**src/rtl/dsp_mac_array.sv**
```systemverilog
// Pipelined unsigned MAC slice: DOT_LEN-term dot product with optional pre-adder, per-term
// add/subtract, sticky carry and full-pipeline stall. Optional clamping via DSP_MAC_SAT_EN.
module dsp_mac_array #(
  parameter int A_WIDTH = 18,
  parameter int B_WIDTH = 18,
  parameter int P_WIDTH = 48,
  parameter int MREG    = 1,
  parameter int DOT_LEN = 4
) (
  input  logic               clk,
  input  logic               RST,
  input  logic               in_valid,
  output logic               in_ready,
  input  logic [A_WIDTH-1:0] A,
  input  logic [B_WIDTH-1:0] B,
  input  logic [B_WIDTH-1:0] D,
  input  logic [2:0]         opmode,
  output logic [P_WIDTH-1:0] P,
  output logic               P_valid,
  input  logic               P_ready,
  output logic               P_carry,
  output logic               busy
);
  localparam int M_WIDTH = A_WIDTH + B_WIDTH;
  localparam int C_WIDTH = (DOT_LEN > 1) ? $clog2(DOT_LEN) : 1;
  localparam logic [C_WIDTH-1:0] LAST_CNT = C_WIDTH'(DOT_LEN - 1);

  logic               stall;
  logic               accept;

  logic               v1_q, v1_d;
  logic               sub1_q, sub1_d;
  logic [A_WIDTH-1:0] a1_q, a1_d;
  logic [B_WIDTH-1:0] bsel1_q, bsel1_d;
  logic [M_WIDTH-1:0] prod1;

  logic               vm;
  logic               subm;
  logic [M_WIDTH-1:0] prodm;

  logic [C_WIDTH-1:0] cnt_q, cnt_d;
  logic [P_WIDTH-1:0] acc_q, acc_d;
  logic               sticky_q, sticky_d;
  logic [P_WIDTH-1:0] p_q, p_d;
  logic               carry_q, carry_d;
  logic               pv_q, pv_d;

  logic [P_WIDTH-1:0] prod_ext;
  logic [P_WIDTH-1:0] base;
  logic [P_WIDTH:0]   raw;
  logic [P_WIDTH-1:0] sum;
  logic               cflag;
  logic               fire;
  logic               last;

  assign stall    = pv_q && !P_ready;
  assign in_ready = !stall;
  assign accept   = in_valid && in_ready;

  always_comb begin
    v1_d    = v1_q;
    sub1_d  = sub1_q;
    a1_d    = a1_q;
    bsel1_d = bsel1_q;
    if (!stall) begin
      v1_d = accept;
      if (accept) begin
        a1_d   = A;
        sub1_d = opmode[2];
        if (!opmode[0])     bsel1_d = B;
        else if (opmode[1]) bsel1_d = D - B;
        else                bsel1_d = D + B;
      end
    end
  end

  always_ff @(posedge clk) begin
    if (RST) begin
      v1_q    <= 1'b0;
      sub1_q  <= 1'b0;
      a1_q    <= '0;
      bsel1_q <= '0;
    end else begin
      v1_q    <= v1_d;
      sub1_q  <= sub1_d;
      a1_q    <= a1_d;
      bsel1_q <= bsel1_d;
    end
  end

  assign prod1 = {{B_WIDTH{1'b0}}, a1_q} * {{A_WIDTH{1'b0}}, bsel1_q};

  generate
    if (MREG != 0) begin : g_mreg
      logic               vm_q, vm_d;
      logic               subm_q, subm_d;
      logic [M_WIDTH-1:0] prodm_q, prodm_d;

      always_comb begin
        vm_d    = vm_q;
        subm_d  = subm_q;
        prodm_d = prodm_q;
        if (!stall) begin
          vm_d    = v1_q;
          subm_d  = sub1_q;
          prodm_d = prod1;
        end
      end

      always_ff @(posedge clk) begin
        if (RST) begin
          vm_q    <= 1'b0;
          subm_q  <= 1'b0;
          prodm_q <= '0;
        end else begin
          vm_q    <= vm_d;
          subm_q  <= subm_d;
          prodm_q <= prodm_d;
        end
      end

      assign vm    = vm_q;
      assign subm  = subm_q;
      assign prodm = prodm_q;
    end else begin : g_nomreg
      assign vm    = v1_q;
      assign subm  = sub1_q;
      assign prodm = prod1;
    end
  endgenerate

  // The extra top bit of raw is the carry on add and the borrow on subtract.
  always_comb begin
    prod_ext = P_WIDTH'(prodm);
    base     = (cnt_q == '0) ? '0 : acc_q;
    if (subm) raw = {1'b0, base} - {1'b0, prod_ext};
    else      raw = {1'b0, base} + {1'b0, prod_ext};
    cflag = raw[P_WIDTH];
    sum   = raw[P_WIDTH-1:0];
`ifdef DSP_MAC_SAT_EN
    if (cflag) sum = subm ? '0 : '1;
`endif
  end

  assign fire = vm && !stall;
  assign last = (cnt_q == LAST_CNT);

  always_comb begin
    cnt_d    = cnt_q;
    acc_d    = acc_q;
    sticky_d = sticky_q;
    p_d      = p_q;
    carry_d  = carry_q;
    pv_d     = pv_q;
    if (pv_q && P_ready) pv_d = 1'b0;
    if (fire) begin
      sticky_d = ((cnt_q == '0) ? 1'b0 : sticky_q) | cflag;
      if (last) begin
        p_d     = sum;
        carry_d = sticky_d;
        pv_d    = 1'b1;
        cnt_d   = '0;
      end else begin
        acc_d = sum;
        cnt_d = cnt_q + C_WIDTH'(1);
      end
    end
  end

  always_ff @(posedge clk) begin
    if (RST) begin
      cnt_q    <= '0;
      acc_q    <= '0;
      sticky_q <= 1'b0;
      p_q      <= '0;
      carry_q  <= 1'b0;
      pv_q     <= 1'b0;
    end else begin
      cnt_q    <= cnt_d;
      acc_q    <= acc_d;
      sticky_q <= sticky_d;
      p_q      <= p_d;
      carry_q  <= carry_d;
      pv_q     <= pv_d;
    end
  end

  assign P       = p_q;
  assign P_valid = pv_q;
  assign P_carry = carry_q;
  assign busy    = v1_q || vm || (cnt_q != '0);

endmodule
```
**config.mk**
```make
export PLATFORM = sky130hd
export DESIGN_NAME = dsp_mac_array
export DESIGN_NICKNAME = d
export VERILOG_FILES = /design/src/rtl/dsp_mac_array.sv
export SDC_FILE = /design/constraint.sdc
export NUM_CORES = 1
export LEC_CHECK = 0
export BUFFER_PORTS_ARGS = -buffer_cell sky130_fd_sc_hd__buf_2
export CAP_MARGIN = 20
export CORE_UTILIZATION = 55
export DETAILED_ROUTE_END_ITERATION = 6
export PLACE_DENSITY = 0.81
export SYNTH_ARGS = -nofsm -noshare
export SYNTH_HDL_FRONTEND = slang
export SYNTH_SLANG_ARGS = --single-unit
export TNS_END_PERCENT = 1
```
**constraint.sdc**
```tcl
create_clock -name clk -period 8.6 [get_ports clk]
set_clock_uncertainty 0.1 [all_clocks]
set_input_delay 2.58 -clock clk [delete_from_list [all_inputs] [get_ports clk]]
set_output_delay 2.58 -clock clk [all_outputs]
set_load 0.02 [all_outputs]
```
* Yosys cells after proc, flatten, opt, wreduce, memory -nomap -nowiden
Index checks and enable logic that the tools add are counted.
** Word-level totals
- Register bits :: 177
- Latch bits :: 0
- Bits in writable memories :: 0
- ROM bits :: 0
- Output and inout port bits :: 52
- Logic and storage cells :: 45
- Memories kept :: 0
** Cells by class
- Add/subtract/negate cells :: 5
- Multiply operators :: 1
- Div/mod/pow operators :: 0
- Magnitude comparators :: 0
- Equal/unequal tests :: 1
- Shifts and indexed selects :: 0
- Mux-type cells :: 9
- Bitwise operators :: 3
- Reductions and logical operators :: 13
** Operator list (number)
- $add A48 B36 Y49 :: 1
- $mux W49 :: 1
- $sub A48 B36 Y49 :: 1
- $mux W48 :: 1
- $mul A18 B18 Y36 :: 1
- $mux W18 :: 2
- $add A18 B18 Y18 :: 1
- $sub A18 B18 Y18 :: 1
- $reduce_and A2 Y1 :: 3
- $logic_and A1 B1 Y1 :: 4
- $mux W1 :: 4
- $add A2 B1 Y2 const B :: 1
- $eq A2 B2 Y1 const B :: 1
- $logic_not A1 Y1 :: 2
- $logic_not A2 Y1 :: 1
- $logic_or A1 B1 Y1 :: 2
- $mux W2 :: 1
- $not A1 Y1 :: 2
- $reduce_bool A2 Y1 :: 1
- $or A1 B1 Y1 :: 1

* Depth between registers and ports, before layout
Gate-level depths: netlist (run 1).
- Depth after elaboration :: 5
- Depth in mapped cells :: 26
- Mapped depth without buffers :: 23

* Worst setup path after synthesis (run 1)
OpenSTA, ideal clock, no wires.
- Path kind :: register to register
- Start :: register a1_q[5]
- End :: register g_mreg.prodm_q[28]
- Setup time :: 117 ps
- Data arrival time :: 6083 ps
- Required time :: 8383 ps
- Setup slack :: 2300 ps
- Cell stages (with the launch flop) :: 23
- Path through :: dfxtp_1 > clkbuf_1 > clkbuf_1 > nand2_1 > fa_1 > inv_1 > fa_1 > fa_1 > fa_1 > fa_1 > inv_1 > fa_1 > inv_1 > ha_1 > a21o_1 > a21oi_1 > o211ai_1 > and3_1 > a221o_1 > a41o_1 > a31oi_1 > xnor2_1 > a22o_1
** Between the ends
- Longest elaborated chain between the ends :: 1
** Ends and longest elaborated chain
- start, declared :: RTL line 33 : logic [A_WIDTH-1:0] a1_q, a1_d;
- start signal, assigned :: RTL line 81 : a1_q <= '0;
- start signal, assigned :: RTL line 86 : a1_q <= a1_d;
- $mul A18 B18 Y36 :: RTL line 91 : assign prod1 = {{B_WIDTH{1'b0}}, a1_q} * {{A_WIDTH{1'b0}}, bsel1_q};
- end signal, assigned :: RTL line 118 : prodm_q <= prodm_d;
- end, declared :: RTL line 97 : logic [M_WIDTH-1:0] prodm_q, prodm_d;
Every way passes these cells.
A chain may end at the register's enable or synchronous reset.

* Worst setup path in the final report (run 1)
- Start :: register bsel1_q[10]
- End :: register g_mreg.prodm_q[33]
** Between the ends
- Longest elaborated chain between the ends :: 1
** Ends and longest elaborated chain
- start, declared :: RTL line 34 : logic [B_WIDTH-1:0] bsel1_q, bsel1_d;
- start signal, assigned :: RTL line 87 : bsel1_q <= bsel1_d;
- $mul A18 B18 Y36 :: RTL line 91
Every way passes these cells.

==> results of run 1 <==
## through the flow
stage	cell area (µm²)	utilization, %
after floorplan	22200	-
after global placement	22800	57.4
after detailed placement	22800	57.4
after CTS	23400	59.0
after global routing	23400	59.0
final	23400	59.0
## metal layers
metal	track usage [%]	up-vias	part of all wire [%]
met1	39.1	9131	44
li1	-	9011	-
met2	47.2	740	46
met3	5.57	146	7.2
met4	10.1	0	3.2
met5	0	-	0
## how the worst min path moves through the flow
stage	depth (start not counted)	end	from	slack, ps
finish	2	acc_q[30]	acc_q[30]	350
global route	2	acc_q[30]	acc_q[30]	370
CTS	2	acc_q[30]	acc_q[30]	350
detailed placement	2	acc_q[1]	acc_q[1]	340
global placement	2	acc_q[16]	acc_q[16]	340
floorplan	2	acc_q[10]	acc_q[10]	330
## worst register-to-register path: stages (launching register included)
cell and delay [ps]:
dfxtp_1 880, nand2_1 190, fa_1 540, inv_1 60, fa_1 580, fa_1 460, fa_1 530, fa_1 540
inv_1 50, fa_1 520, inv_1 40, ha_1 340, nand4_1 190, nor2_1 270, or3b_1 470, nand4_1 220
nand4_1 180, a21oi_1 210, o21ai_0 120, a32o_1 260
## kinds of logic (layout without fill, tap and decap cells)
family	count (synthesis)	count (layout)
buffers and inverters	517	500
XOR/XNOR	119	119
multiplexers	14	14
AND/OR/NAND/NOR	1010	1010
adder cells (fa/ha/maj)	437	437
AO/OA/AOI/OAI	523	523
flip-flops	177	177
## synthesized netlist by cell type, types with 6 or more instances
library cell / number / area, µm²
nand2_1: 485 / 1820
inv_1: 344 / 1290
fa_1: 258 / 5160
a21oi_1: 227 / 1140
ha_1: 179 / 2240
dfxtp_1: 177 / 3540
clkbuf_1: 153 / 574
and2_1: 139 / 870
nor2_1: 139 / 522
xnor2_1: 91 / 797
o21ai_0: 67 / 335
a21o_1: 62 / 465
nor2b_1: 53 / 332
a211oi_1: 38 / 285
nand3_1: 38 / 190
nor3_1: 33 / 165
xor2_1: 28 / 245
a31oi_1: 22 / 138
nand3b_1: 18 / 135
nand4_1: 18 / 113
nand2b_1: 16 / 100
buf_1: 14 / 52.6
o21bai_1: 14 / 105
o21a_1: 13 / 97.6
or3_1: 13 / 81.3
mux2i_1: 12 / 120
o31ai_1: 11 / 82.6
or4_1: 10 / 75.1
nor4_1: 9 / 56.3
a211o_1: 7 / 61.3
a311oi_1: 7 / 61.3
and3_1: 7 / 43.8
nor3b_1: 7 / 52.6
a31o_2: 6 / 52.6
## state kept, by name (all words and copies together) (netlist names)
signal,cells
P,48
P_carry,1
P_valid,1
a1_q,18
acc_q,48
bsel1_q,18
cnt_q,2
g_mreg.prodm_q,36
g_mreg.subm_q,1
g_mreg.vm_q,1
sticky_q,1
sub1_q,1
v1_q,1
## placed cells by master, fill, tap and decap left out, types with 38 or more instances in the layout
master	n
a21oi_1	227
inv_1	344
ha_1	179
buf_2	111
a21o_1	62
and2_1	138
nor2b_1	52
dfxtp_1	177
nor2_1	138
nand2_1	485
fa_1	258
o21ai_0	67
xnor2_1	91
a211oi_1	38
## final cells by class
type / count / share of cell area, %
sequential: 177 / 15.1
clock buffer: 18 / 1.83
tap: 525 / 2.80
clock inverter: 14 / 0.827
timing repair buffer: 124 / 2.80
multi-input combinational: 2103 / 71.1
inverter: 344 / 5.51
## where the power goes
part / total [W] / internal [W] / switching (W)
Sequential: 0.00101 / 0.000883 / 0.000126
Combinational: 0.00152 / 0.000602 / 0.000919
Clock: 0.000847 / 0.000467 / 0.000380
==> impl_results.md, run 1 <==
- Total Nets Final: roughly 3300
- Final wirelength: 58600 µm
- Iteration-0 DRC Markers: 1360
- Worst skew pair latency: 470 ps
- Via count: 19000
- Vias per cell: approximately 5.8
- Most used DFF post-synth: dfxtp_1
- P_leak: 11.1 nW
- Port bufs: 112
- Area of the multi-input gates: 0.0167 mm²
- Arrival time at the worst endpoint: 7110 ps
- R2R depth: 19
- Total congestion overflow: 0
- Startpoint types: register
- Max Slew Vio Count: 0
- Post_cts resized: 0
- Max clock buf depth: 2
- RSZ-0062 raised after global routing: false
- Post-Synth Adder-Cell Area: 33.4%
- Setup_tns: 0 ps
- Proportion of synthesized area in mux cells: less than 1%
- WHS: 351 ps
- Post-synth ARST share: 0%
- Simple-Gate Fraction of Synth Area: a little over a fifth
- Post-Synth XOR/XNOR Area: 4.70%
- Worst setup path class: reg -> reg
- First-pass DRT Iterations: 7
- Setup WS pre-CTS: approximately 1900 ps
- Critical R2R Capture: g_mreg.prodm_q[33]
- Sinks on Clock Net: between 150 and 200
- Most Frequent Cell on Critical Path: fa_1
- I/O Pins: 113
- Overall power: 0.00338 W
- Critical path's largest stage delay: 880 ps
- DRC viols: 0
- CTS Hold Bufs: 0
- Worst path slowest cell: dfxtp_1
- Worst setup path endpoint: g_mreg.prodm_q[33]
- Fill cells: between 3000 and 4000
- Seq/Total Area, Yosys: 16.0%
- Crit-path max FO: 19
- Synth Register Bits: approximately 180
- Crit path max-delay family: adder cells
- Slew HR: 30.7%
- Reg2reg start: bsel1_q[10]
- Netlist Area Pre-Place: 0.0222 mm²
- Number of cells on the critical path: 19
- Drt wl/cell: 17.7 µm
- CP required: about 9000 ps
- Number of global-route vias before repair: 19000
- GRT Util Overall: between 20% and 30%
- Initial antenna violation count: 0
- Status: finished clean
- CTS tree: yes
- DPL Wire Length: 45200 µm
- Yosys cell types: 77
- PwrDens: ~140 mW/mm²
- Share of layout cells above drive strength 1: 6.65%
- GP Congestion: 0.946
- Setup WS post-layout: roughly 1700 ps
- Hold Path Class: reg -> reg
- Antenna cells: 0
- Worst setup startpoint: bsel1_q[10]
- Final hold violation count: 0
- Compound-gate portion of the synthesized area: 14.7%
- Worst-path clk slew: 70 ps
- Root Buffer: clkbuf_16
- Initial core utilization: 55.9%
- DIE WIDTH: slightly above 200 µm
- Synth warnings: 0
- R2r setup slk: 1740 ps
- Largest net degree at the start of global routing: 142
- TritonCTS buffer count: 17
- F_max: 146 MHz
- Max-cap violations: 0
- Number of synthesized flops with an enable pin: 0
- Post-layout min period: 6860 ps
- Area Growth Syn to Fin: 5.65%
- Post-route ant nets: 0
- First-pass GRT wire length: 96600 µm
- Die span in y: 203 µm
- Non-filler cells, final: 3305
- Combinational family with the most area after synthesis: adder cells
- Critical path cell sequence: nand2_1 -> fa_1 -> inv_1 -> fa_1 -> fa_1 -> fa_1 -> fa_1 -> inv_1 -> fa_1 -> inv_1 -> ha_1 -> nand4_1 -> nor2_1 -> or3b_1 -> nand4_1 -> nand4_1 -> a21oi_1 -> o21ai_0 -> a32o_1
- Total setup buffers inserted after CTS: 0
- Syn avg cell area: 7.94 µm²
- Max H-tree Level: 4
- Setup Viol. Count Final: 0
- Worst Max-Slew Pin Slew: slightly above 1000 ps
- Area of the die: around 0.041 mm²
- Post-Place Cells: 3273
- Maximum VDD drop: 0.169 mV
- Cell count after synthesis: 2797
- Fin crit share: approximately 80%
- Syn nets: 3295
- Core area: 0.0397 mm²
- Buf/Inv on CP: 3
- Seq. cell area: 0.00354 mm²
- Critical path endpoint category: register
- FP Rows: 73
No activity file was read; power rests on OpenSTA's default activity.
==> run 2: changes to the inputs <==
Clock period 8.6 ns to 7.1 ns, I/O delays scaled along.
==> run 2 against run 1 <==
  * Final area up 0.78%
  * Critical path depth is 1 higher
  * Combinational power up 23%
  * Final cell count is 0.70% higher
  * Sequential share of layout area down 0.12 points
  * Largest power group unchanged
  * Highest routed layer unchanged
==> impl_results.md, run 2 (synthesis results as in run 1) <==
- Status: finished clean
- R2R depth: 20 (+1)
- TritonCTS buffer count: 17 (unchanged)
- Iteration-0 DRC Markers: 1242 (-8.7%)
- DRC viols: 0 (unchanged)
- Worst Max-Slew Pin Slew: 1020 ps (-22.5 ps)
- Metal-1 WL: 25800 µm (+0.32%)
- Seq. cell area: 0.00354 mm² (unchanged)
- DR top layer: met4
- Commonest non-fill, non-tap cell in the layout: nand2_1
- F_max: 148 MHz (+1.3%)
- Vias per cell: 5.72 (-0.68%)
- Critical path's largest stage delay: 750 ps (-130 ps)
- Worst-path clk slew: 70 ps (about the same)
- RSZ-0062 raised after global routing: false
- Initial antenna violation count: 0 (unchanged)
- Total congestion overflow: 0 (unchanged)
- Hold Path Class: reg -> reg
- R2r setup slk: 320 ps (-1410 ps)
- First-pass GRT wire length: 96500 µm (-0.12%)
- Root Buffer: clkbuf_16
- Via count: 19000 (+0.011%)
- Maximum VDD drop: 0.206 mV (+22%)
- Met2 wire len: 27100 µm (+1.4%)
- Critical path endpoint category: register
- Worst setup path endpoint: g_mreg.prodm_q[33]
- DR WL met3: 3910 µm (-7.0%)
- Fill cells: 3621 (+1.8%)
- Area Growth Syn to Fin: 6.48%
- Area of the die: 0.0412 mm² (unchanged)
- Arrival time at the worst endpoint: 7030 ps (-80 ps)
- Worst setup path class: reg -> reg
- Max-cap violations: 0 (unchanged)
- Worst setup startpoint: bsel1_q[3]
- Critical R2R Capture: g_mreg.prodm_q[33]
- DPL Wire Length: 47300 µm (+4.7%)
- Setup Viol. Count Final: 0 (unchanged)
- CP required: 7360 ps (-1490 ps)
- Max H-tree Level: 4 (unchanged)
- Fin crit share: 95.5% (+16 points)
- GRT Util Overall: 29.2% (about the same)
- Max Slew Vio Count: 0 (unchanged)
- CTS tree: yes
- Setup_tns: 0 ps (unchanged)
- Slew HR: 32.2% (+1.5 points)
- First-pass DRT Iterations: 6 (-1)
- FP Rows: 73 (unchanged)
- Crit-path max FO: 19 (unchanged)
- Number of global-route vias before repair: 19000 (+0.30%)
- PwrDens: 173 mW/mm² (+20%)
- P_leak: 11.2 nW (+1.1%)
- Post_cts resized: 0 (unchanged)
- Reg2reg start: bsel1_q[3]
- Final wirelength: 58600 µm (about the same)
- Post-route ant nets: 0 (unchanged)
- I/O Pins: 113 (unchanged)
- Worst skew pair latency: 470 ps (about the same)
- Share of layout cells above drive strength 1: 7.42% (+0.77 points)
- Worst path slowest cell: dfxtp_1
- Startpoint types: register
- Most frequent cells in the layout: nand2_1 (485), inv_1 (344), fa_1 (258)
- Die span in y: 203 µm (unchanged)
- Non-filler cells, final: 3328 (+0.70%)
- Largest net degree at the start of global routing: 84 (-41%)
- CTS Hold Bufs: 0 (unchanged)
- DIE WIDTH: 203 µm (unchanged)
- Max clock buf depth: 2 (unchanged)
- Sinks on Clock Net: 177 (unchanged)
- Area of the multi-input gates: 0.0167 mm² (unchanged)
- Total Nets Final: 3289 (+0.74%)
- GP Congestion: 0.955 (+1.0%)
- Port bufs: 112 (unchanged)
- Critical path cell sequence: nand2_1 -> fa_1 -> fa_1 -> inv_1 -> fa_1 -> ha_1 -> fa_1 -> inv_1 -> fa_1 -> inv_1 -> ha_1 -> a21o_1 -> or3_1 -> o221ai_1 -> or3b_1 -> nand4_1 -> nand4_1 -> a21oi_1 -> or3_1 -> a32o_1
- Total setup buffers inserted after CTS: 0 (unchanged)
- WHS: 351 ps (+0.625 ps)
- Antenna cells: 0 (unchanged)
- Drt wl/cell: 17.6 µm (-0.68%)
- Core area: 0.0397 mm² (unchanged)
- Most Frequent Cell on Critical Path: fa_1
- Final hold violation count: 0 (unchanged)
- Initial core utilization: 55.9% (unchanged)
- Post-Place Cells: 3297 (+0.73%)
- Post-layout min period: 6780 ps (-85.4 ps)
## run 2: stage by stage
step	total power, W	setup WS [ps]	area [µm²]	utilization (%)
6_report	0.00410	322	23600	59.5
5_1_grt	0.00439	89.0	23600	59.5
2_1_floorplan	0.00261	800	22200	-
4_1_cts	0.00409	458	23600	59.5
3_3_place_gp	0.00301	618	23000	57.9
3_5_place_dp	0.00307	445	23000	57.9
## run 2: worst min-delay path by stage
stage	start	to	slack [ps]	cells after the start
after floorplan	acc_q[10]	acc_q[10]	330	2
after global routing	P[13]	P[13]	370	2
final	acc_q[22]	acc_q[22]	350	2
after CTS	acc_q[22]	acc_q[22]	350	2
after detailed placement	acc_q[22]	acc_q[22]	340	2
after global placement	acc_q[30]	acc_q[30]	340	2
## run 2: layer usage
layer	vias to the layer above	global-route usage, %
li1	9072	-
met1	9200	39.1
met2	656	48.4
met3	102	4.40
met4	0	9.72
met5	-	0
## run 2: where the power goes
part | switching, W | leakage (nW) | total (W) | internal [W]
Clock | 0.000446 | 0.300 | 0.00103 | 0.000581
Sequential | 0.000131 | 1.44 | 0.00120 | 0.00107
Combinational | 0.00113 | 9.50 | 0.00187 | 0.000740
## run 2: critical path, delay by kind of cell (launching register included)
family	cells	cell delay, ps
and+or+nand+nor	6	1520
adders and majority gates	7	3230
buffers and inverters	3	160
DFF	1	750
AOI/OAI and AO/OA	4	910
## run 2: final cells by class
type | count | area share, %
inverter | 344 | 5.46
clock inverter | 11 | 0.720
timing repair buffer | 148 | 3.54
clock buffer | 20 | 1.93
sequential | 177 | 15.0
multi-input combinational | 2103 | 70.6
tap | 525 | 2.78
==> run 3: changes to the inputs <==
Settings changed: CORE_UTILIZATION 55 to 30, PLACE_DENSITY 0.81 to 0.53.
==> run 3 against run 2 <==
  * The run now ends with DRC left
  * Global-route usage is 13 points lower
  * Via count is 4.2% lower
  * Hold slack worse by 0.88 ps
  * Die area is 82% higher
  * Maximum frequency is 1.6% higher
  * Final cell count is 13% higher
  * Setup slack better by 110 ps
  * Total power is 1.4% lower
==> impl_results.md, run 3 (synthesis results as in run 1) <==
- Status: finished with violations
- Failing checks: DRC
- Post-Place Cells: 3740 (+13%)
- P_leak: 11.3 nW (+0.22%)
- Final wirelength: 60600 µm (+3.4%)
- Initial core utilization: 30.4% (-25 points)
- Non-filler cells, final: 3773 (+13%)
- Most Frequent Cell on Critical Path: fa_1
- Area of the die: 0.0751 mm² (+82%)
- Vias per cell: 4.83 (-16%)
- Top Usage Layer GRT: met2
- Finished Core Util: 33.1% (-26 points)
- PwrDens: 167 mW/mm² (-3.7%)
- Placement Cell Area: 0.0236 mm² (+2.7%)
- Root Buffer: clkbuf_16
- Startpoint types: register
- Worst setup path class: reg -> reg
- Max-cap violations: 0 (unchanged)
- Critical path's largest stage delay: 870 ps (+120 ps)
- Worst Max-Slew Pin Slew: 835 ps (-181 ps)
- Total Nets Final: 3298 (+0.27%)
- Core area: 0.0731 mm² (+84%)
- Hold Path Class: reg -> reg
- CTS Hold Bufs: 0 (unchanged)
- Max clock buf depth: 2 (unchanged)
- Post_cts resized: 0 (unchanged)
- Max H-tree Level: 4 (unchanged)
- Worst-path clk slew: 70 ps (about the same)
- Reg2reg start: a1_q[7]
- DPL Wire Length: 49000 µm (+3.6%)
- Critical path endpoint category: register
- Post-route ant nets: 0 (unchanged)
- Total congestion overflow: 0 (unchanged)
- Area Growth Syn to Fin: 9.03%
- GP Congestion: 0.874 (-8.6%)
- Met1 Use GR: 24.1% (-15 points)
- I/O Pins: 113 (unchanged)
- Fin crit share: 93.9% (-1.5 points)
- Maximum VDD drop: 0.226 mV (+9.6%)
- Post-layout min period: 6670 ps (-108 ps)
- GRT Util Overall: 16.7% (-13 points)
- R2r setup slk: 430 ps (+110 ps)
- Worst skew pair latency: 490 ps (+20 ps)
- Critical R2R Capture: g_mreg.prodm_q[28]
- Die span in y: 274 µm (+35%)
- Sinks on Clock Net: 177 (unchanged)
- Setup_tns: 0 ps (unchanged)
- Port bufs: 112 (unchanged)
- Fill cells: 7855 (+120%)
- Total setup buffers inserted after CTS: 0 (unchanged)
- Commonest non-fill, non-tap cell in the layout: nand2_1
- Drt wl/cell: 16.1 µm (-8.8%)
- First-pass GRT wire length: 100000 µm (+3.8%)
- Hold Path Stages: 2 (unchanged)
- Iteration-0 DRC Markers: 1169 (-5.9%)
- F_max: 150 MHz (+1.6%)
- Initial antenna violation count: 1 (+1)
- DRC viols: 15 (+15)
- FP Rows: 99 (+36%)
- RSZ-0062 raised after global routing: false
- R2R depth: 20 (unchanged)
- Worst path slowest cell: dfxtp_1
- DIE WIDTH: 274 µm (+35%)
- CP required: 7380 ps (+20 ps)
- Final hold violation count: 0 (unchanged)
- Number of global-route vias before repair: 18200 (-4.6%)
- Arrival time at the worst endpoint: 6940 ps (-90 ps)
- Slew HR: 44.2% (+12 points)
- Crit-path max FO: 19 (unchanged)
- Largest net degree at the start of global routing: 93 (+11%)
- GRT met3 Usage: 2.17% (-2.2 points)
- Max Slew Vio Count: 0 (unchanged)
- CTS tree: yes
- First-pass DRT Iterations: 7 (+1)
- Share of layout cells above drive strength 1: 7.82% (+0.40 points)
- Critical path cell sequence: nand2_1 -> fa_1 -> fa_1 -> fa_1 -> inv_1 -> fa_1 -> fa_1 -> inv_1 -> fa_1 -> inv_1 -> ha_1 -> a21o_1 -> a21oi_1 -> o211ai_1 -> and3_1 -> a221o_1 -> a41o_1 -> a31oi_1 -> xnor2_1 -> a22o_1
- Post-route cell area: 0.0242 mm² (+2.4%)
- Via count: 18200 (-4.2%)
- TritonCTS buffer count: 17 (unchanged)
- Worst setup startpoint: a1_q[7]
- Most frequent cells in the layout: nand2_1 (485), inv_1 (344), fa_1 (258)
- Setup Viol. Count Final: 0 (unchanged)
- Worst hold endpoint: P[34]
- Hold_sp: P[34]
- Grt met2 use: 25.9% (-23 points)
-- run 3: through the flow --
| stage | total power, W | hold slack [ps] | setup WS [ps] |
|---|---|---|---|
| after CTS | 0.00408 | 354 | 435 |
| after global routing | 0.00439 | 374 | 35.0 |
| final | 0.00404 | 351 | 431 |
| after global placement | 0.00310 | 338 | 497 |
| after floorplan | 0.00261 | 332 | 800 |
| after detailed placement | 0.00309 | 344 | 437 |
-- run 3: layer usage --
| layer | up-vias | share of wire [%] |
|---|---|---|
| met5 | - | 0 |
| met1 | 8759 | 51 |
| li1 | 9093 | - |
| met3 | 51 | 4.0 |
| met2 | 324 | 43 |
| met4 | 0 | 2.0 |
-- run 3: how the worst max path moves through the flow --
| stage | slack [ps] | end | depth (start not counted) |
|---|---|---|---|
| global route | 40 | g_mreg.prodm_q[33] | 20 |
| global placement | 500 | g_mreg.prodm_q[28] | 20 |
| CTS | 440 | g_mreg.prodm_q[28] | 20 |
| finish | 430 | g_mreg.prodm_q[28] | 20 |
| floorplan | 800 | g_mreg.prodm_q[28] | 22 |
| detailed placement | 440 | g_mreg.prodm_q[28] | 20 |
-- run 3: power by group --
group	internal (W)	leakage (nW)	switching, W
logic	0.000740	9.54	0.00114
registers	0.00107	1.44	0.000123
clock network	0.000475	0.280	0.000492
total	0.00228	11.3	0.00175
-- run 3: critical path, delay by kind of cell (launching register included) --
family                     cells  cell delay, ps
adders and majority gates      7            3430
xor gates and xnor gates       1              90
DFF                            1             870
and+or+nand+nor                2             360
AOI/OAI and AO/OA              7            1520
buffers and inverters          3             160
-- run 3: cell type report --
type	instances	area, µm²	share of cell area [%]
tap	959	1200	4.96
inverter	344	1290	5.34
sequential	177	3540	14.6
antenna	1	2.50	0.0103
multi-input combinational	2103	16700	68.9
timing repair buffer	157	905	3.74
clock inverter	14	139	0.574
clock buffer	18	439	1.81
